$ cat src/rtl/pwm_bank.sv
// Bank of independent PWM channels whose duty is stepped up/down by debounced
// push buttons; duty changes are applied only at period boundaries.
module pwm_bank #(
   parameter int                          NUM_CH         = 3,
   parameter int                          CNT_W          = 19,
   parameter logic [NUM_CH*CNT_W-1:0]     PERIOD_VEC     = {19'd240000, 19'd24000, 19'd240000},
   parameter logic [NUM_CH*CNT_W-1:0]     STEP_VEC       = {19'd6000, 19'd600, 19'd6000},
   parameter logic [NUM_CH*CNT_W-1:0]     INIT_VEC       = {19'd60000, 19'd6000, 19'd60000},
   parameter int                          DEBOUNCE_TICKS = 3000000
) (
   input  logic                      clk,
   input  logic                      rst_n,
   input  logic [NUM_CH-1:0]         ch_en,
   input  logic [NUM_CH-1:0]         inc_btn,
   input  logic [NUM_CH-1:0]         dec_btn,
   output logic [NUM_CH-1:0]         pwm_out,
   output logic [NUM_CH*CNT_W-1:0]   duty_out,
   output logic [NUM_CH-1:0]         sat_flag
);

   localparam int                TICK_W    = (DEBOUNCE_TICKS > 1) ? $clog2(DEBOUNCE_TICKS) : 1;
   localparam logic [TICK_W-1:0] TICK_LAST = TICK_W'(DEBOUNCE_TICKS - 1);
   localparam logic [CNT_W-1:0]  ONE       = CNT_W'(1);
   localparam int                NB        = 2 * NUM_CH;

   function automatic logic [CNT_W-1:0] sat_add(input logic [CNT_W-1:0] a,
                                                input logic [CNT_W-1:0] b,
                                                input logic [CNT_W-1:0] lim);
      logic [CNT_W:0] sum;
      sum = {1'b0, a} + {1'b0, b};
      return (sum > {1'b0, lim}) ? lim : sum[CNT_W-1:0];
   endfunction

   // The extra top bit acts as the borrow when b exceeds a.
   function automatic logic [CNT_W-1:0] sat_sub(input logic [CNT_W-1:0] a,
                                                input logic [CNT_W-1:0] b);
      logic [CNT_W:0] diff;
      diff = {1'b0, a} - {1'b0, b};
      return diff[CNT_W] ? '0 : diff[CNT_W-1:0];
   endfunction

   logic [TICK_W-1:0] tick_cnt;
   logic              tick;
   logic              tick_p1;

   assign tick = (tick_cnt == TICK_LAST);

   always_ff @(posedge clk or negedge rst_n) begin
      if (!rst_n) begin
         tick_cnt <= '0;
         tick_p1  <= 1'b0;
      end else begin
         tick_cnt <= tick ? '0 : tick_cnt + 1'b1;
         tick_p1  <= tick;
      end
   end

   // Stage p0/p1: two-flop synchronizer, bits [NUM_CH-1:0] inc, upper half dec
   logic [NB-1:0] btn_p0, btn_p1;
   logic [NB-1:0] btn_cur, btn_prev, rel_seen;
   logic [NB-1:0] press;

   always_ff @(posedge clk or negedge rst_n) begin
      if (!rst_n) begin
         btn_p0   <= '0;
         btn_p1   <= '0;
         btn_cur  <= '0;
         btn_prev <= '0;
         rel_seen <= '0;
      end else begin
         btn_p0 <= {dec_btn, inc_btn};
         btn_p1 <= btn_p0;
         if (tick) begin
            btn_cur  <= btn_p1;
            btn_prev <= btn_cur;
            rel_seen <= rel_seen | ~btn_p1;
         end
      end
   end

   // A button held through reset must be seen released before it can press.
   assign press = {NB{tick_p1}} & btn_cur & ~btn_prev & rel_seen;

   for (genvar i = 0; i < NUM_CH; i++) begin : g_ch
      localparam logic [CNT_W-1:0] PER      = PERIOD_VEC[i*CNT_W +: CNT_W];
      localparam logic [CNT_W-1:0] STP      = STEP_VEC[i*CNT_W +: CNT_W];
      localparam logic [CNT_W-1:0] INI      = INIT_VEC[i*CNT_W +: CNT_W];
      localparam logic [CNT_W-1:0] PER_LAST = PER - ONE;

      logic [CNT_W-1:0] cnt;
      logic [CNT_W-1:0] target;
      logic [CNT_W-1:0] duty;
      logic             pwm_r;
      logic             inc_p, dec_p, wrap;

      assign inc_p = press[i];
      assign dec_p = press[NUM_CH+i];
      assign wrap  = (cnt == PER_LAST);

      always_ff @(posedge clk or negedge rst_n) begin
         if (!rst_n) begin
            cnt    <= '0;
            target <= INI;
            duty   <= INI;
            pwm_r  <= 1'b0;
         end else begin
            cnt <= wrap ? '0 : cnt + ONE;
            if (inc_p && !dec_p)
               target <= sat_add(target, STP, PER);
            else if (dec_p && !inc_p)
               target <= sat_sub(target, STP);
            if (wrap)
               duty <= target;
            pwm_r <= (cnt < duty) && ch_en[i];
         end
      end

      assign pwm_out[i]                  = pwm_r;
      assign duty_out[i*CNT_W +: CNT_W]  = duty;
      assign sat_flag[i]                 = (target == '0) || (target == PER);
   end

endmodule
$ cat config.mk
export PLATFORM = sky130hd
export DESIGN_NAME = pwm_bank
export DESIGN_NICKNAME = d
export VERILOG_FILES = /design/src/rtl/pwm_bank.sv
export SDC_FILE = /design/constraint.sdc
export NUM_CORES = 1
export LEC_CHECK = 0
export ABC_AREA = 1
export BUFFER_PORTS_ARGS = -buffer_cell sky130_fd_sc_hd__buf_4
export CAP_MARGIN = 20
export CORE_MARGIN = 1
export CORE_UTILIZATION = 50
export DETAILED_ROUTE_END_ITERATION = 6
export PLACE_DENSITY_LB_ADDON = 0.3
export SLEW_MARGIN = 10
export SYNTH_ARGS = -nofsm -noshare
export SYNTH_HDL_FRONTEND = slang
export SYNTH_SLANG_ARGS = --single-unit
$ cat constraint.sdc
create_clock -name clk -period 2.7 [get_ports clk]
set_input_delay 0.675 -clock clk [delete_from_list [all_inputs] [get_ports clk]]
set_output_delay 0.675 -clock clk [all_outputs]
set_load 0.05 [all_outputs]
==> metrics.log, run 1 <==
INFO  metric worst_r2r_endpoint = g_ch[1].target[14]
INFO  metric power.net_switching = 0.00150 W
INFO  metric globalRouteTotalUtil = 22.2%
INFO  metric ws_path_type = reg2out
INFO  metric drive_above_1_share = 15.9%
INFO  metric internal_power = 0.00570 W
INFO  metric clock_tree.htree_level_count = 1
INFO  metric ir_worst_vdd = 0.000462 V
INFO  metric detailroute.wirelength.met3 = 1250 microns
INFO  metric utilization = 58.5%
INFO  metric tritoncts = yes
INFO  metric run_status = finished, violations left
INFO  metric fin_setup_tns = -0.00345 ns
INFO  metric drv_slew = 0
INFO  metric static-leakage-power = 7.32 nW
INFO  metric mappedNetlistArea = 12,800 sq um
INFO  metric power_switching_share = 20.8%
INFO  metric gp_congestion = 0.962
INFO  metric n_antenna_cell = 0
INFO  metric power.total = 0.00720 W
INFO  metric timing.final.setup_violations = 1
INFO  metric drt-vias-per-instance = 5.29
INFO  metric unique_masters_post_synth = 58
INFO  metric power.density_cell_area = 488 nW/um^2
INFO  metric finalClockSkew = 0.0101 ns
INFO  metric antenna_violations_before_repair = 0
INFO  metric dp_worst_setup_slack = 0.351 ns
INFO  metric clock_latency = 0.53 ns
INFO  metric asyncSetResetFlopFracSynth = 100%
INFO  metric worstRegToRegCells = 14
INFO  metric grt_max_degree = 55
INFO  metric fmax = 0.370 GHz
INFO  metric clk_path_buf_depth = 3
INFO  metric wl_met1 = 13,400 microns
INFO  metric route.met2.wl = 13,300 microns
INFO  metric critPathRequiredTime = 2.03 ns
INFO  metric hp-class = in2async
INFO  metric portion_of_synthesized_cell_area_occupied_by_the_leading_cell_type = 31.8%
INFO  metric floorplan.rows = 58
INFO  metric synthTopCellsByArea = sky130_fd_sc_hd__dfrtp_1, sky130_fd_sc_hd__nand2_1, sky130_fd_sc_hd__dfstp_2
INFO  metric critPathLaunchType = flip-flop
INFO  metric yosysSeqAreaShare = 40.4%
INFO  metric hold_viol = 0
INFO  metric nets = 1,836
INFO  metric fin_crit_sh = 100%
INFO  metric hold_slack = 0.0762 ns
INFO  metric post-route-drc-count = 0
INFO  metric max_slew.worst_pin.slew = 0.716 ns
INFO  metric clock-root-buffer = sky130_fd_sc_hd__clkbuf_16
INFO  metric ys_flop_type = sky130_fd_sc_hd__dfrtp_1
INFO  metric number_of_instances_in_the_synthesized_netlist = 1,698
INFO  metric postRouteWirelength = 28,700 microns
INFO  metric rsz0062_at_grt = true
INFO  metric share_clk_of_total_power = 55.5%
INFO  metric number_of_global_route_vias_before_repair = 10,500
INFO  metric dp_hpwl = 20,800 microns
INFO  metric die_width = 162 microns
INFO  metric final_antenna_net_count = 0
INFO  metric yosys_register_bits = 205
INFO  metric seq_power_share = 42.9%
INFO  metric core_area = 25,200 sq um
INFO  metric area.growth.synth_to_final = 14.8%
INFO  metric timing.critical_path.fanout_max = 3
INFO  metric critPathCaptureType = output port
INFO  metric die_area = 26,300 sq um
INFO  metric overflow = 0
INFO  metric grt_first_pass_wirelength = 48,900 microns
INFO  metric drtPass1Iterations = 6
INFO  metric synth-warning-count = 0
INFO  metric routed_wire_length_per_instance = 13.6 microns
INFO  metric syn_area_per_cell = 7.56 sq um
INFO  metric dieHeight = 162 microns
INFO  metric io_buffers = 62
INFO  metric reg2reg_from = g_ch[1].target[4]
INFO  metric maxCapViolCount = 0
INFO  metric p_comb_share = 1.6%
INFO  metric final_period_minus_worst_setup_slack = 2.70 ns
INFO  metric vias = 11,200
INFO  metric count_of_flip_flops_with_a_built_in_enable_after_synthesis = 0
INFO  metric worst_ep_arrival_time = 2.03 ns
INFO  metric tritoncts_num_sinks = 205
INFO  metric dr.max_layer_used = met4
INFO  metric cts.reportedPaths.clkPinSlew = 0.06 ns
INFO  metric synth_largest_area_cell = sky130_fd_sc_hd__dfrtp_1
INFO  metric pin_count = 74
INFO  metric cts_buffers = 25
INFO  metric drt_iter0_drc = 1,060
INFO  metric cts_hold_buf = 0
INFO  metric timing.reg2reg.setup_slack = 0.33 ns
INFO  metric worst_slew_margin_rel = 51.8%
INFO  metric initial_core_util = 51.0%
INFO  metric setup_slack = -0.00345 ns
INFO  metric violations = setup timing
==> power groups by stage <==
| stage | clock [W] | combinational (W) | sequential (W) |
|---|---|---|---|
| finish | 0.00399 | 0.000115 | 0.00309 |
| floorplan | 0 | 0.0000468 | 0.00314 |
| detailed placement | 0 | 0.000121 | 0.00314 |
| CTS | 0.00407 | 0.000121 | 0.00309 |
| global route | 0.00418 | 0.000132 | 0.00309 |
| global placement | 0 | 0.000120 | 0.00314 |
==> worst max-delay path, stage by stage, from the launching register on <==
cell                      delay (ns)
sky130_fd_sc_hd__dfrtp_2        0.41
sky130_fd_sc_hd__inv_2          0.09
sky130_fd_sc_hd__nand2_4        0.06
sky130_fd_sc_hd__nor4_4         0.22
sky130_fd_sc_hd__a41oi_2        0.15
sky130_fd_sc_hd__nor4_2         0.31
sky130_fd_sc_hd__buf_4          0.25
==> per-stage QoR <==
stage	instance area, sq um	cells
after detailed placement	13600	2058
final	14700	2113
after CTS	14600	2108
after global routing	14700	2113
after floorplan	12900	1708
after global placement	13600	2058
==> how the worst max path moves through the flow <==
stage / slack (ns) / endpoint / from / depth (start not counted)
2_1_floorplan: 0.18 / sat_flag[2] / g_ch[2].target[4] / 6
3_3_place_gp: 0.42 / g_ch[1].target[14] / g_ch[1].target[4] / 14
3_5_place_dp: 0.35 / g_ch[2].target[4] / g_ch[2].target[5] / 16
4_1_cts: 0.005 / sat_flag[0] / g_ch[0].target[10] / 6
5_1_grt: -0.11 / sat_flag[0] / g_ch[0].target[10] / 6
6_report: -0.003 / sat_flag[0] / g_ch[0].target[10] / 6
==> area by class of cell <==
class | instances | area [sq um]
Fill cell | 2299 | 10400
Multi-Input combinational cell | 1179 | 6420
Sequential cell | 205 | 5190
Inverter | 264 | 996
Timing Repair Buffer | 89 | 716
Clock buffer | 29 | 681
Tap cell | 330 | 413
Clock inverter | 17 | 322
==> Yosys cell counts (7+ instances only) <==
cell type,number
sky130_fd_sc_hd__nand2_1,364
sky130_fd_sc_hd__inv_1,249
sky130_fd_sc_hd__nor2_1,171
sky130_fd_sc_hd__dfrtp_1,163
sky130_fd_sc_hd__o21ai_0,110
sky130_fd_sc_hd__nand3_1,99
sky130_fd_sc_hd__a21oi_1,78
sky130_fd_sc_hd__ha_1,61
sky130_fd_sc_hd__xor2_1,57
sky130_fd_sc_hd__dfstp_2,42
sky130_fd_sc_hd__nand4_1,42
sky130_fd_sc_hd__nor3_1,38
sky130_fd_sc_hd__clkbuf_1,23
sky130_fd_sc_hd__buf_4,20
sky130_fd_sc_hd__nand2_2,18
sky130_fd_sc_hd__nor4_1,18
sky130_fd_sc_hd__a21oi_2,14
sky130_fd_sc_hd__buf_2,14
sky130_fd_sc_hd__inv_2,12
sky130_fd_sc_hd__a211oi_1,8
sky130_fd_sc_hd__a31oi_1,7
sky130_fd_sc_hd__nor2_2,7
sky130_fd_sc_hd__nor2_4,7
==> flip-flops by register name, summed over array words and instances (netlist names), 6 cells and up <==
name / count
g_ch.cnt: 57
rel_seen: 6
btn_p0: 6
g_ch.duty: 46
btn_p1: 6
tick_cnt: 22
g_ch.target: 46
btn_prev: 6
btn_cur: 6
==> cell families after synthesis <==
logic type                 after synthesis  synth area share, %
AOI/OAI and AO/OA                      248                 11.0
and+or+nand+nor                        798                 28.1
other                                    1               0.0292
DFF                                    205                 40.4
xor gates and xnor gates                61                 4.16
buffers and inverters                  324                 10.4
adders and majority gates               61                 5.94
==> layer usage <==
layer	up-vias	global-route usage, %
li1	5598	-
met1	5258	30.2
met2	277	36.5
met3	52	2.83
met4	0	7.03
met5	-	0
==> cells in the final DEF, fill, tap and decap left out, types with 4 or more instances in the layout <==
cell type	count
sky130_fd_sc_hd__clkbuf_16	25
sky130_fd_sc_hd__or2_2	6
sky130_fd_sc_hd__a21oi_2	15
sky130_fd_sc_hd__ha_1	60
sky130_fd_sc_hd__nand4_1	42
sky130_fd_sc_hd__nor2_1	169
sky130_fd_sc_hd__xnor2_1	4
sky130_fd_sc_hd__a21oi_1	77
sky130_fd_sc_hd__o211ai_1	5
sky130_fd_sc_hd__nor4_1	15
sky130_fd_sc_hd__nand2_2	18
sky130_fd_sc_hd__o21ai_2	5
sky130_fd_sc_hd__inv_1	244
sky130_fd_sc_hd__clkinv_2	4
sky130_fd_sc_hd__conb_1	11
sky130_fd_sc_hd__nor3_1	38
sky130_fd_sc_hd__xor2_1	57
sky130_fd_sc_hd__buf_4	84
sky130_fd_sc_hd__a31oi_1	7
sky130_fd_sc_hd__nand3b_1	5
sky130_fd_sc_hd__dfrtp_1	156
sky130_fd_sc_hd__nand3_1	99
sky130_fd_sc_hd__dfstp_2	42
sky130_fd_sc_hd__clkbuf_8	5
sky130_fd_sc_hd__nand3_2	5
sky130_fd_sc_hd__dfrtp_2	7
sky130_fd_sc_hd__nor2_2	9
sky130_fd_sc_hd__inv_2	15
sky130_fd_sc_hd__nor2_4	7
sky130_fd_sc_hd__a211oi_1	8
sky130_fd_sc_hd__bufinv_16	8
sky130_fd_sc_hd__nand2_1	363
sky130_fd_sc_hd__o21ai_0	109
==> what timing repair did <==
item | CTS | global route
gates resized for setup | 6 | 20
pin swaps | 1 | 3
endpoints found under the setup margin | 2 | 3
endpoints found under the hold margin | 0 | 0
setup buffers | 4 | 5
Note: power is estimated with default switching activity, not from simulation.
==> run 2: changes to the inputs <==
--- a/config.mk
+++ b/config.mk
@@ -10,6 +10,7 @@
 export CAP_MARGIN = 20
 export CORE_MARGIN = 1
 export CORE_UTILIZATION = 50
+export CTS_BUF_LIST = sky130_fd_sc_hd__clkbuf_2
 export DETAILED_ROUTE_END_ITERATION = 6
 export PLACE_DENSITY_LB_ADDON = 0.3
 export SLEW_MARGIN = 10
==> run 2 against run 1 <==
Against the previous run:
- register-to-register slack lost 0.22 ns
- critical path depth grew 1
- worst hold slack gained 0.024 ns
- core utilization grew 0.34 points
- power shrank 24%
- largest cell class unchanged
- combinational power grew 8%
- fmax shrank 5.8%
- clock power shrank 43%
- die area is the same
- the run still ends with setup timing left
==> metrics.log, run 2 (same netlist as run 1, synthesis figures left out) <==
INFO  metric cts_buffers = 57 (+130%)
INFO  metric grt_max_degree = 55 (unchanged)
INFO  metric die_area = 26,300 sq um (unchanged)
INFO  metric layout.cells.non_filler = 2,223 (+5.2%)
INFO  metric cts.reportedPaths.clkPinSlew = 0.09 ns (+0.03 ns)
INFO  metric clk_path_buf_depth = 3 (unchanged)
INFO  metric dp_cells = 2,058 (unchanged)
INFO  metric worstRegToRegCells = 19 (+5)
INFO  metric violations = setup timing
INFO  metric ir_worst_vdd = 0.000269 V (-42%)
INFO  metric drtPass1Iterations = 6 (unchanged)
INFO  metric run_status = finished, violations left
INFO  metric seq_power_share = 56.2% (+13 points)
INFO  metric worst_ep_arrival_time = 2.19 ns (+0.16 ns)
INFO  metric hp-class = in2reg
INFO  metric rsz0062_at_grt = true
INFO  metric vias = 11,700 (+4.4%)
INFO  metric clock_latency = 0.83 ns (+0.30 ns)
INFO  metric timing.final.setup_violations = 3 (+2)
INFO  metric clock_tree.htree_level_count = 2 (+1)
INFO  metric utilization = 58.9% (+0.34 points)
INFO  metric static-leakage-power = 7.49 nW (+2.4%)
INFO  metric die_width = 162 microns (unchanged)
INFO  metric worst_slew_margin_rel = 54.0% (+2.2 points)
INFO  metric worst_hold_startpoint = ch_en[2]
INFO  metric max_flop_register = g_ch.cnt
INFO  metric io_buffers = 62 (unchanged)
INFO  metric reg2reg_from = g_ch[0].target[17]
INFO  metric power.density_cell_area = 370 nW/um^2 (-24%)
INFO  metric drv_slew = 0 (unchanged)
INFO  metric dp_hpwl = 20,800 microns (unchanged)
INFO  metric gp_congestion = 0.962 (unchanged)
INFO  metric tritoncts = yes
INFO  metric postRouteWirelength = 30,200 microns (+5.3%)
INFO  metric antenna_violations_before_repair = 1 (+1)
INFO  metric area.growth.synth_to_final = 15.4%
INFO  metric dieHeight = 162 microns (unchanged)
INFO  metric post-route-drc-count = 0 (unchanged)
INFO  metric initial_core_util = 51.0% (unchanged)
INFO  metric worst_r2r_endpoint = g_ch[0].target[13]
INFO  metric critPathRequiredTime = 2.03 ns (about the same)
INFO  metric number_of_global_route_vias_before_repair = 11,100 (+5.3%)
INFO  metric layout_top_registers = g_ch.cnt: 57 flops, g_ch.duty: 46 flops, g_ch.target: 46 flops
INFO  metric holdPathStages = 3
INFO  metric p_comb_share = 2.3% (+0.7 points)
INFO  metric tritoncts_num_sinks = 205 (unchanged)
INFO  metric critPathLaunchType = flip-flop
INFO  metric floorplan.rows = 58 (unchanged)
INFO  metric finalClockSkew = 0.0498 ns (+0.0397 ns)
INFO  metric ws_path_type = reg2out
INFO  metric fmax = 0.348 GHz (-5.8%)
INFO  metric final_common_cell = sky130_fd_sc_hd__nand2_1
INFO  metric num-fill-cells = 2,334 (+1.5%)
INFO  metric drive_above_1_share = 20.6% (+4.6 points)
INFO  metric routed_wire_length_per_instance = 13.6 microns (+0.13%)
INFO  metric share_clk_of_total_power = 41.5% (-14 points)
INFO  metric drt-vias-per-instance = 5.25 (-0.79%)
INFO  metric postLayoutCellArea = 14,800 sq um (+0.59%)
INFO  metric grt_first_pass_wirelength = 50,600 microns (+3.5%)
INFO  metric timing.critical_path.fanout_max = 5 (+2)
INFO  metric hold_viol = 0 (unchanged)
INFO  metric core_area = 25,200 sq um (unchanged)
INFO  metric final_period_minus_worst_setup_slack = 2.87 ns (+0.166 ns)
INFO  metric pin_count = 74 (unchanged)
INFO  metric power.total = 0.00549 W (-24%)
INFO  metric hold_slack = 0.100 ns (+0.0238 ns)
INFO  metric layout.cells.most_common_list = sky130_fd_sc_hd__nand2_1, sky130_fd_sc_hd__inv_1, sky130_fd_sc_hd__nor2_1, sky130_fd_sc_hd__dfrtp_1, sky130_fd_sc_hd__buf_4
INFO  metric critPathCaptureType = output port
INFO  metric timing.reg2reg.setup_slack = 0.11 ns (-0.22 ns)
INFO  metric fin_crit_sh = 106% (+6.2 points)
INFO  metric setup_slack = -0.170 ns (-0.166 ns)
INFO  metric clock-root-buffer = sky130_fd_sc_hd__clkbuf_2
INFO  metric drt_iter0_drc = 967 (-8.8%)
INFO  metric nets = 1,912 (+4.1%)
INFO  metric overflow = 0 (unchanged)
INFO  metric power.net_switching = 0.00145 W (-3.1%)
INFO  metric min_to = g_ch[2].pwm_r
INFO  metric largest_register_ffs = 57 (unchanged)
INFO  metric globalRouteTotalUtil = 23.1% (+0.88 points)
INFO  metric maxCapViolCount = 0 (unchanged)
INFO  metric power_switching_share = 26.5% (+5.6 points)
INFO  metric placement.cell_area = 13,600 sq um (unchanged)
INFO  metric internal_power = 0.00404 W (-29%)
INFO  metric max_slew.worst_pin.slew = 0.684 ns (-0.0322 ns)
INFO  metric final_antenna_net_count = 0 (unchanged)
run 2: repair_timing:
| item | CTS | global route |
|---|---|---|
| endpoints found under the hold margin | 36 | 0 |
| hold buffers | 8 | 0 |
| setup buffers | 37 | 10 |
| resized for setup | 48 | 27 |
| pin swaps | 8 | 7 |
| endpoints found under the setup margin | 3 | 16 |
run 2: power groups by stage:
stage / combinational (W) / sequential [W] / clock, W
6_report: 0.000124 / 0.00308 / 0.00228
2_1_floorplan: 0.0000468 / 0.00314 / 0
4_1_cts: 0.000130 / 0.00309 / 0.00239
5_1_grt: 0.000142 / 0.00309 / 0.00254
3_5_place_dp: 0.000121 / 0.00314 / 0
3_3_place_gp: 0.000120 / 0.00314 / 0
run 2: how the worst max path moves through the flow:
stage / startpoint / endpoint / slack [ns] / depth (start not counted)
3_5_place_dp: g_ch[2].target[5] / g_ch[2].target[4] / 0.35 / 16
6_report: g_ch[2].target[5] / sat_flag[2] / -0.17 / 7
2_1_floorplan: g_ch[2].target[4] / sat_flag[2] / 0.18 / 6
3_3_place_gp: g_ch[1].target[4] / g_ch[1].target[14] / 0.42 / 14
5_1_grt: g_ch[2].target[15] / sat_flag[2] / -0.32 / 5
4_1_cts: g_ch[2].target[4] / sat_flag[2] / -0.32 / 7
run 2: final cells by class:
class,instances,area (sq um),share of cell area (%)
diodes,5,12.5,0.0844
clock buffers,83,415,2.80
clock inverters,24,123,0.827
inverters,264,1010,6.80
multi-input cells,1179,6570,44.3
flip-flops and latches,205,5200,35.1
well taps,330,413,2.79
repair buffers,133,1080,7.29
run 2: per-layer routing:
layer,track usage [%],routed length [microns]
met5,0,0
met3,3.96,1520
met2,38.2,14300
met4,8.70,632
met1,30.1,13800
run 2: worst max-delay path: stages (launching register included):
cell,delay (ns)
sky130_fd_sc_hd__dfstp_2,0.61
sky130_fd_sc_hd__inv_1,0.13
sky130_fd_sc_hd__ha_4,0.19
sky130_fd_sc_hd__nand2_2,0.09
sky130_fd_sc_hd__nor4_2,0.04
sky130_fd_sc_hd__o21ai_1,0.10
sky130_fd_sc_hd__a21oi_2,0.05
sky130_fd_sc_hd__buf_6,0.16
run 2: stage by stage:
step           TNS [ns]  setup slack (ns)
2_1_floorplan         0             0.181
3_5_place_dp          0             0.351
6_report         -0.416            -0.170
4_1_cts          -0.740            -0.320
5_1_grt          -0.865            -0.324
3_3_place_gp          0             0.422
==> run 3: changes to the inputs <==
--- a/config.mk
+++ b/config.mk
@@ -12,7 +12,7 @@
 export CORE_UTILIZATION = 50
 export CTS_BUF_LIST = sky130_fd_sc_hd__clkbuf_2
 export DETAILED_ROUTE_END_ITERATION = 6
-export PLACE_DENSITY_LB_ADDON = 0.3
+export PLACE_DENSITY = 0.78
 export SLEW_MARGIN = 10
 export SYNTH_ARGS = -nofsm -noshare
 export SYNTH_HDL_FRONTEND = slang
==> run 3 against run 2 <==
Against the previous run:
- largest cell class unchanged
- cell count down 1.2%
- register-to-register slack better by 0.14 ns
- the run still ends with setup timing left
- first-iteration DRC count up 2.2%
- sequential power about the same
- largest power group unchanged
- design area down 1.4%
- count of clock-buffer cells in the layout up 5
- clock skew up 0.029 ns
- global-route usage up 0.26 points
- critical path depth down 2
- sequential share of layout area up 0.48 points
==> metrics.log, run 3 (same netlist as run 1, synthesis figures left out) <==
INFO  metric finalClockSkew = 0.0792 ns (+0.0294 ns)
INFO  metric cts_buffers = 55 (-3.5%)
INFO  metric ir_worst_vdd = 0.000272 V (+1.2%)
INFO  metric drv_slew = 0 (unchanged)
INFO  metric ws_path_type = reg2out
INFO  metric critPathLaunchType = flip-flop
INFO  metric dp_hpwl = 21,400 microns (+2.5%)
INFO  metric nets = 1,892 (-1.0%)
INFO  metric number_of_global_route_vias_before_repair = 11,000 (-0.98%)
INFO  metric critPathCaptureType = output port
INFO  metric drt_iter0_drc = 988 (+2.2%)
INFO  metric fin_crit_sh = 106% (-0.64 points)
INFO  metric globalRouteTotalUtil = 23.3% (+0.26 points)
INFO  metric final_common_cell = sky130_fd_sc_hd__nand2_1
INFO  metric clock_latency = 0.86 ns (+0.03 ns)
INFO  metric layout_top_registers = g_ch.cnt: 57 flops, g_ch.duty: 46 flops, g_ch.target: 46 flops
INFO  metric num-fill-cells = 2,295 (-1.7%)
INFO  metric overflow = 0 (unchanged)
INFO  metric gp_congestion = 0.948 (-1.5%)
INFO  metric fin_setup_tns = -0.388 ns (+0.0281 ns)
INFO  metric static-leakage-power = 7.41 nW (-1.1%)
INFO  metric worst_slew_margin_rel = 60.3% (+6.3 points)
INFO  metric die_area = 26,300 sq um (unchanged)
INFO  metric routed_wire_length_per_instance = 13.8 microns (+1.8%)
INFO  metric violations = setup timing
INFO  metric pin_count = 74 (unchanged)
INFO  metric drive_above_1_share = 20.3% (-0.28 points)
INFO  metric power.total = 0.00549 W (about the same)
INFO  metric clk_path_buf_depth = 3 (unchanged)
INFO  metric final_antenna_net_count = 0 (unchanged)
INFO  metric tritoncts_num_sinks = 205 (unchanged)
INFO  metric post-route-drc-count = 0 (unchanged)
INFO  metric timing.final.setup_violations = 3 (unchanged)
INFO  metric clock-root-buffer = sky130_fd_sc_hd__clkbuf_2
INFO  metric drtPass1Iterations = 7 (+1)
INFO  metric postRouteWirelength = 30,400 microns (+0.57%)
INFO  metric power.density_cell_area = 375 nW/um^2 (+1.4%)
INFO  metric hold_slack = 0.128 ns (+0.0285 ns)
INFO  metric io_buffers = 62 (unchanged)
INFO  metric max_slew.worst_pin.slew = 0.590 ns (-0.0938 ns)
INFO  metric vias = 11,500 (-1.1%)
INFO  metric clock_tree.htree_level_count = 2 (unchanged)
INFO  metric critPathRequiredTime = 2.03 ns (about the same)
INFO  metric setup_slack = -0.152 ns (+0.0173 ns)
INFO  metric dieHeight = 162 microns (unchanged)
INFO  metric area.growth.synth_to_final = 13.8%
INFO  metric grt_max_degree = 63 (+15%)
INFO  metric rsz0062_at_grt = true
INFO  metric timing.critical_path.fanout_max = 6 (+1)
INFO  metric layout.cells.most_common_list = sky130_fd_sc_hd__nand2_1, sky130_fd_sc_hd__inv_1, sky130_fd_sc_hd__nor2_1, sky130_fd_sc_hd__dfrtp_1, sky130_fd_sc_hd__o21ai_0
INFO  metric die_width = 162 microns (unchanged)
INFO  metric antenna_violations_before_repair = 1 (unchanged)
INFO  metric final_period_minus_worst_setup_slack = 2.85 ns (-0.0173 ns)
INFO  metric core_area = 25,200 sq um (unchanged)
INFO  metric floorplan.rows = 58 (unchanged)
INFO  metric drt-vias-per-instance = 5.26 (+0.12%)
INFO  metric hold_viol = 0 (unchanged)
INFO  metric fmax = 0.351 GHz (+0.60%)
INFO  metric worst_ep_arrival_time = 2.18 ns (about the same)
INFO  metric max_flop_register = g_ch.cnt
INFO  metric maxCapViolCount = 0 (unchanged)
INFO  metric hp-class = in2reg
INFO  metric tritoncts = yes
INFO  metric largest_register_ffs = 57 (unchanged)
INFO  metric cts.reportedPaths.clkPinSlew = 0.11 ns (+0.02 ns)
INFO  metric grt_first_pass_wirelength = 50,800 microns (+0.50%)
INFO  metric run_status = finished, violations left
INFO  metric initial_core_util = 51.0% (unchanged)
## run 3: changes by cell type in the layout (fill, tap and decap cells not counted), sizes merged
cell / before / now
inv: 261 / 262
diode: 5 / 1
clkinvlp: 1 / 0
buf: 124 / 106
clkbuf: 84 / 89
clkinv: 25 / 15
## run 3: cell type report
| cell class | instances | area, sq um | area share, % |
|---|---|---|---|
| Multi-Input combinational cell | 1179 | 6540 | 44.7 |
| Inverter | 264 | 1000 | 6.86 |
| Clock inverter | 14 | 85.1 | 0.582 |
| Antenna cell | 1 | 2.50 | 0.0171 |
| Timing Repair Buffer | 115 | 942 | 6.44 |
| Clock buffer | 88 | 440 | 3.01 |
| Sequential cell | 205 | 5200 | 35.6 |
| Tap cell | 330 | 413 | 2.82 |
## run 3: power by group
group,total (W),switching [W],internal [W]
Sequential,0.00309,0.00000494,0.00308
Clock,0.00228,0.00132,0.000957
Combinational,0.000125,0.0000984,0.0000268
Total,0.00549,0.00142,0.00406
## run 3: stage by stage
step	cell area (sq um)	worst slack, ns	cells	util, %
4_1_cts	14300	-0.361	2181	57.0
2_1_floorplan	12900	0.181	1708	-
5_1_grt	14600	-0.290	2196	58.1
3_3_place_gp	13600	0.296	2056	54.0
6_report	14600	-0.152	2196	58.1
3_5_place_dp	13600	0.275	2056	54.0
## run 3: per-layer routing
layer | GRT usage [%] | vias up | routed length, microns | part of all wire, %
met3 | 4.95 | 78 | 1970 | 6.5
met5 | 0 | - | 0 | 0
li1 | - | 5761 | - | -
met4 | 8.96 | 0 | 821 | 2.7
met1 | 31.3 | 5319 | 13700 | 45
met2 | 36.9 | 388 | 13800 | 46
## run 3: worst max-delay path, stage by stage, from the launching register on
cell and delay [ns]:
sky130_fd_sc_hd__dfstp_2 0.56, sky130_fd_sc_hd__inv_1 0.10, sky130_fd_sc_hd__nor3_1 0.20, sky130_fd_sc_hd__nand4_1 0.14
sky130_fd_sc_hd__a21oi_2 0.17, sky130_fd_sc_hd__buf_6 0.18
## run 3: repair_timing
action                     CTS  global route
hold buffers                 8             0
gates resized for setup     17            50
pin swaps                    5            10
hold endpoints to repair    46             0
setup buffers               15            14
setup endpoints to repair    3             3
## run 3: final timing paths
kind	to	from	depth (start not counted)	slack (ns)
max reg2reg	g_ch[1].target[11]	g_ch[1].target[4]	14	0.25
min	g_ch[2].pwm_r	ch_en[2]	3	0.13
max in group asynchronous	g_ch[0].target[9]	rst_n	3	1.54
max	sat_flag[2]	g_ch[2].target[15]	5	-0.15
min reg2reg	btn_p1[2]	btn_p0[2]	0	0.36
min in group asynchronous	g_ch[1].cnt[16]	rst_n	2	0.36
